===== src/rtl/bcd_digit_accumulator.sv =====
// Assembles a serial, MSD-first stream of BCD digits into a packed BCD word and
// its unsigned binary value, then holds the result for a valid/ready sink.
module bcd_digit_accumulator #(
    parameter int unsigned NUM_DIGITS = 4,
    parameter int unsigned BIN_W      = 14
) (
    input  logic                    clk,
    input  logic                    rst_n,
    input  logic                    digit_valid,
    output logic                    digit_ready,
    input  logic [3:0]              bcd_digit,
    input  logic                    digit_last,
    output logic                    out_valid,
    input  logic                    out_ready,
    output logic [BIN_W-1:0]        bin_out,
    output logic [4*NUM_DIGITS-1:0] bcd_packed,
    output logic                    err_invalid,
    output logic                    err_overflow
);

    localparam int unsigned PW    = 4 * NUM_DIGITS;
    localparam int unsigned CNT_W = $clog2(NUM_DIGITS + 1);
    localparam int unsigned MW    = BIN_W + 4;

    typedef enum logic [1:0] {
        IDLE  = 2'd0,
        ACCUM = 2'd1,
        HOLD  = 2'd2
    } state_t;

    state_t            state, state_nxt;
    logic [CNT_W-1:0]  count, count_nxt;
    logic [BIN_W-1:0]  acc_nxt;
    logic [PW-1:0]     pk_nxt;
    logic              inv_nxt, ovf_nxt;
    logic              accept;
    logic              bad_digit;
    logic [3:0]        d;
    logic [MW-1:0]     mul10;

    // State and result registers; handshake outputs follow the next state
    always_ff @(posedge clk or negedge rst_n) begin
        if (!rst_n) begin
            state        <= IDLE;
            count        <= '0;
            bin_out      <= '0;
            bcd_packed   <= '0;
            err_invalid  <= 1'b0;
            err_overflow <= 1'b0;
            digit_ready  <= 1'b1;
            out_valid    <= 1'b0;
        end else begin
            state        <= state_nxt;
            count        <= count_nxt;
            bin_out      <= acc_nxt;
            bcd_packed   <= pk_nxt;
            err_invalid  <= inv_nxt;
            err_overflow <= ovf_nxt;
            digit_ready  <= (state_nxt != HOLD);
            out_valid    <= (state_nxt == HOLD);
        end
    end

    // Next-state and datapath update; invalid digits contribute as zero
    always_comb begin
        state_nxt = state;
        count_nxt = count;
        acc_nxt   = bin_out;
        pk_nxt    = bcd_packed;
        inv_nxt   = err_invalid;
        ovf_nxt   = err_overflow;

        accept    = digit_valid && digit_ready;
        bad_digit = (bcd_digit > 4'd9);
        d         = bad_digit ? 4'd0 : bcd_digit;
        mul10     = (MW'(bin_out) << 3) + (MW'(bin_out) << 1);

        case (state)
            IDLE: begin
                if (accept) begin
                    inv_nxt   = bad_digit;
                    ovf_nxt   = 1'b0;
                    acc_nxt   = BIN_W'(d);
                    pk_nxt    = PW'(d);
                    count_nxt = CNT_W'(1);
                    state_nxt = digit_last ? HOLD : ACCUM;
                end
            end
            ACCUM: begin
                if (accept) begin
                    if (bad_digit) begin
                        inv_nxt = 1'b1;
                    end
                    if (count < CNT_W'(NUM_DIGITS)) begin
                        acc_nxt   = BIN_W'(mul10 + MW'(d));
                        pk_nxt    = {bcd_packed[PW-5:0], d};
                        count_nxt = count + CNT_W'(1);
                    end else begin
                        ovf_nxt = 1'b1;
                    end
                    if (digit_last) begin
                        state_nxt = HOLD;
                    end
                end
            end
            HOLD: begin
                if (out_ready) begin
                    state_nxt = IDLE;
                end
            end
            default: begin
                state_nxt = IDLE;
            end
        endcase
    end

endmodule


===== config.mk =====
export PLATFORM = sky130hd
export DESIGN_NAME = bcd_digit_accumulator
export DESIGN_NICKNAME = d
export VERILOG_FILES = /design/src/rtl/bcd_digit_accumulator.sv
export SDC_FILE = /design/constraint.sdc
export NUM_CORES = 1
export LEC_CHECK = 0
export CAP_MARGIN = 20
export CELL_PAD_IN_SITES_DETAIL_PLACEMENT = 2
export CELL_PAD_IN_SITES_GLOBAL_PLACEMENT = 2
export CORE_UTILIZATION = 29
export CTS_CLUSTER_SIZE = 30
export DETAILED_ROUTE_END_ITERATION = 12
export GPL_ROUTABILITY_DRIVEN = 0
export GPL_TIMING_DRIVEN = 0
export MAX_ROUTING_LAYER = met4
export PLACE_DENSITY_LB_ADDON = 0.1
export SYNTH_ARGS = -nofsm -noshare
export SYNTH_HDL_FRONTEND = slang
export SYNTH_SLANG_ARGS = --single-unit

===== constraint.sdc =====
create_clock -name clk -period 2.4 [get_ports clk]
set_input_delay 0.72 -clock clk [delete_from_list [all_inputs] [get_ports clk]]
set_output_delay 0.72 -clock clk [all_outputs]
set_load 0.05 [all_outputs]

* Word level (Yosys, flattened, before mapping) *
Index checks and enable logic that the tools add are counted.

word-level totals
  register bits after elaboration = 39
  bits of input ports = 9
  output and inout bits = 34
  logic and storage cells = 55

operators by class
  add/sub/neg operators = 3
  $lt $le $gt $ge = 2
  eq/ne operators = 9
  muxes and demuxes = 27
  reductions and logical operators = 6

operators with widths
  kind                                                   count
  two-way mux 16 bit                                     3
  two-way mux 14 bit                                     3
  one-hot mux 16 bit (2 select lines)                    1
  one-hot mux 14 bit (2 select lines)                    1
  adder 14 bit                                           1
  adder 14 x 4 -> 14 bit                                 1
  != test 2 bit (second input constant)                  6
  AND reduction 4 bit                                    3
  two-way mux 2 bit                                      5
  two-way mux 3 bit                                      3
  two-way mux 1 bit                                      6
  one-hot mux 2 bit (3 select lines)                     1
  one-hot mux 3 bit (2 select lines)                     1
  == test 2 bit (second input constant)                  2
  greater-than comparator 4 bit (second input constant)  1
  two-way mux 4 bit                                      1
  one-hot mux 1 bit (2 select lines)                     2
  adder 3 x 1 -> 3 bit (second input constant)           1
  less-than comparator 3 bit (second input constant)     1
  == test 2 x 1 -> 1 bit (second input constant)         1
  zero test 2 bit                                        1
  nonzero test 2 bit                                     1
  logical AND 1 bit                                      1

* Logic depth before layout (Yosys ltp) *
  word-level depth = 6
  mapped depth = 10

* Worst setup path after synthesis *
OpenSTA, ideal clock, no wires.

  kind = input to register
  start point = input bcd_digit[1]
  end point = register bin_out[12]
  setup time = 122 ps
  arrival time = 2760 ps
  data required time = 2278 ps
  path slack = -482 ps
  cell stages on the path = 9
  path buffers = 0
  path through = nor2_1 > nand2_1 > fa_1 > fa_1 > nor2b_4 > o31ai_1 > a21o_2 > a31o_1 > a32o_1

on the way
  cells in the longest elaborated chain, start to end = 6

ends and longest elaborated chain
  what                                   RTL line  RTL
  start: declaration                     11        input logic [3:0] bcd_digit,
  greater-than comparator 4 bit          74        bad_digit = (bcd_digit > 4'd9);
  two-way mux 4 bit *                    75        d = bad_digit ? 4'd0 : bcd_digit;
  adder 14 x 4 -> 14 bit *               95        acc_nxt = BIN_W'(mul10 + MW'(d));
  two-way mux 14 bit *                   94        if (count < CNT_W'(NUM_DIGITS)) begin
  two-way mux 14 bit *                   90        if (accept) begin
  one-hot mux 14 bit (2 select lines) *  78        case (state)
  end signal: assignment                 55        bin_out <= acc_nxt;
  end: declaration                       15        output logic [BIN_W-1:0] bin_out,

Every way passes the cells marked *; elsewhere a longest branch is shown, timed or not. The select of a mux whose other input is x is not followed.
A chain may end at the register's enable or synchronous reset.

* Final worst setup path *
  start point = input bcd_digit[2]
  end point = register bin_out[12]

Same word-level chain as after synthesis.

==> impl_metrics.yaml <==
outcome:
  outcome: "finished with violations"
  violations: "setup timing"
synthesis:
  synth_compound_area_frac: 0.207
  yosys_warnings: 0
  synth-adder-area-share: 0.153
  yosysSeqAreaShare: 0.444
  synth-edff-count: 0
  synth.ff_latch_count: 38
  synth_top_family_by_area: "compound AO/OA/AOI/OAI gates"
  synthFlopType: "dfrtp_1"
  syn_inst: 202
  synth.avg_cell_area_um2: 10.6
  synth.distinct_cells: 42
  syn-num-nets: 236
  yosysTopAreaCell: "dfrtp_1"
  synth.area.mux_share: 0.0152
  synth_xor_area_frac: 0.0245
  synth_area_leaders: "dfrtp_1, ha_1, a22o_1"
  synth_area_um2: 2140
  yosysTopAreaCellShare: 0.432
  synthArstFlopShare: 1.00
  synth-simple-area-share: 0.125
setup_path:
  required_ns: 2.59
  endpoint_kind: "flop"
  crit_fanout: 3
  startpoint_type: "primary input"
  worst_ep_arrival_time_ns: 2.93
  path_class: "primary input to flop"
pwr:
  power_uw: 3890
  power_frac_clock: 0.172
  power.switching_uw: 1800
  leakagePower_uw: 0.00138
  combPwrFrac: 0.558
  p_seq_frac: 0.270
  peakVddDrop_uv: 456
  p_sw_frac: 0.464
  intPower_uw: 2090
  power.density_nw_per_um2: 1340
finish:
  syn2layout_area_growth_pct: 35.8
  fin_cells: 352
  drive_above_1_share: 0.172
  fill_cells: 764
  antenna-diode-count: 0
  nets: 289
  final_core_util: 0.417
clock_tree:
  clk_latency_ns: 0.30
  clkTransAtPathRegs_ns: 0.08
  clk_path_buf_depth: 2
  numCtsBuffers: 5
  cts_root_buffer: "clkbuf_8"
  ctsHoldBuffers: 0
  cts.sinks: 38
  cts_tree: "yes"
  htree_num_levels: 2
route:
  vias: 1751
  via_per_inst: 4.97
  drt_iter0_markers: 67
  wire_per_inst_um: 16.6
  post-route-drc-count: 0
  drtPass1Iterations: 4
  antenna_left: 0
  drt_wl_total_um: 5850
floorplanning:
  initial_core_util: 0.307
  row_count: 30
  die-width_um: 88.0
  die_h_um: 88.0
  ios: 43
  fp.dieArea_um2: 7740
  coreArea_um2: 6980
job:
  max-cap-violations: 0
sta:
  finalHoldViolCount: 0
  post-route-worst-setup-slack_ns: -0.340
  max_freq_mhz: 365
  fin_crit_ns: 2.74
  worst-slew-pin-transition_ns: 0.863
  fin_crit_sh: 1.14
  relSlewSlack: 0.424
  setup_viol: 8
  fin_skew_ns: 0.00490
  rsz0062_at_grt: "yes"
  holdWs_ns: 0.495
  drv_slew: 0
global_routing:
  grt_max_degree: 39
  grt-ovfl-total: 0
  grt_pass1_wl_um: 9790
  grt.total_usage: 0.177
  antenna_found_initial: 0
  grt_pass1_vias: 1909
hold_path:
  hold_path_class: "flop to flop"
placement:
  portBuffers: 42
  dp_cells: 340
  dp.final_hpwl_um: 4480
  place_ws_ns: -1.18
area by class of cell:
type	count	area [µm²]	share of cell area
buffer	7	33.8	0.0116
clock buffer	5	68.8	0.0236
clock inverter	3	68.8	0.0236
inverter	9	33.8	0.0116
multi-input combinational	148	1190	0.408
sequential	38	952	0.327
tap	96	120	0.0413
timing repair buffer	46	447	0.153
critical path, cell delays in order:
cell and delay (ns):
buf_8 0.10, nor2_4 0.11, nand2_2 0.07, fa_1 0.47
buf_4 0.16, fa_2 0.41, nor2b_4 0.17, o31ai_4 0.09
a21o_2 0.22, a31o_1 0.17, a32o_1 0.24
layout by cell type (no fill, tap or decap), types with 7 or more instances in the layout:
master and n:
a21oi_1 7, a22o_1 15, clkdlybuf4s50_1 35, dfrtp_1 37, ha_1 21, inv_1 8, nand2_1 23, nor2_1 7
o21ai_0 11
layer usage:
layer	vias up	track usage	wire [µm]
li1	840	-	-
met1	869	0.221	2810
met2	35	0.290	2810
met3	7	0.0311	168
met4	0	0.0537	60
met5	-	-	0
cells in the mapped netlist, types with 2 or more instances:
library cell and count:
dfrtp_1 37, nand2_1 25, ha_1 23, a22o_1 15, o21ai_0 12, a21oi_1 10, inv_1 9, nor2_1 9
a32o_1 5, or3_1 4, xnor2_1 4, a21o_1 3, buf_2 3, clkbuf_1 3, nand3_1 3, nand4_1 3
nor2b_1 3, a21o_2 2, a22oi_1 2, fa_1 2, mux2_2 2, nor3_1 2, xor2_1 2
flip-flops by register name (all words and copies together), names as in the netlist:
name and count:
bin_out 14, state 2, err_overflow 1, digit_ready 1, out_valid 1, err_invalid 1
count 3, bcd_packed 15
cells by family after synthesis:
| logic type | Yosys count |
|---|---|
| AOI/OAI and AO/OA | 59 |
| and+or+nand+nor | 55 |
| DFF | 38 |
| adders and majority gates | 25 |
| buffers and inverters | 16 |
| xor gates and xnor gates | 6 |
| muxes | 3 |
power by group through the flow:
stage | Clock, µW | Sequential, µW | Combinational [µW]
CTS | 683 | 1060 | 2190
global placement | 0 | 1070 | 2120
global route | 715 | 1090 | 2380
finish | 670 | 1050 | 2170
detailed placement | 0 | 1070 | 2160
floorplan | 0 | 1570 | 961
worst paths after layout:
| path | start | slack (ns) | to | cells after the start |
|---|---|---|---|---|
| setup / recovery | bcd_digit[2] | -0.34 | bin_out[12] | 11 |
| hold / removal | count[0] | 0.49 | count[0] | 1 |
| setup reg to reg | bin_out[0] | -0.27 | bin_out[12] | 9 |
| hold reg to reg | count[0] | 0.49 | count[0] | 1 |
| max in group asynchronous | rst_n | 1.34 | err_invalid | 1 |
| min in group asynchronous | rst_n | 0.53 | count[0] | 1 |
stage by stage:
stage / area [µm²] / TNS (ns)
after floorplan: 2190 / -1.84
after global placement: 2730 / -25.83
after detailed placement: 2720 / -12.73
after CTS: 2900 / -1.83
after global routing: 2910 / -2.51
final: 2910 / -1.91
repair_timing:
item,CTS,global route
setup endpoints to repair,14,12
pin swaps,14,7
resized for setup,23,6
buffers inserted,4,1
No activity file was read; power rests on OpenSTA's default activity.
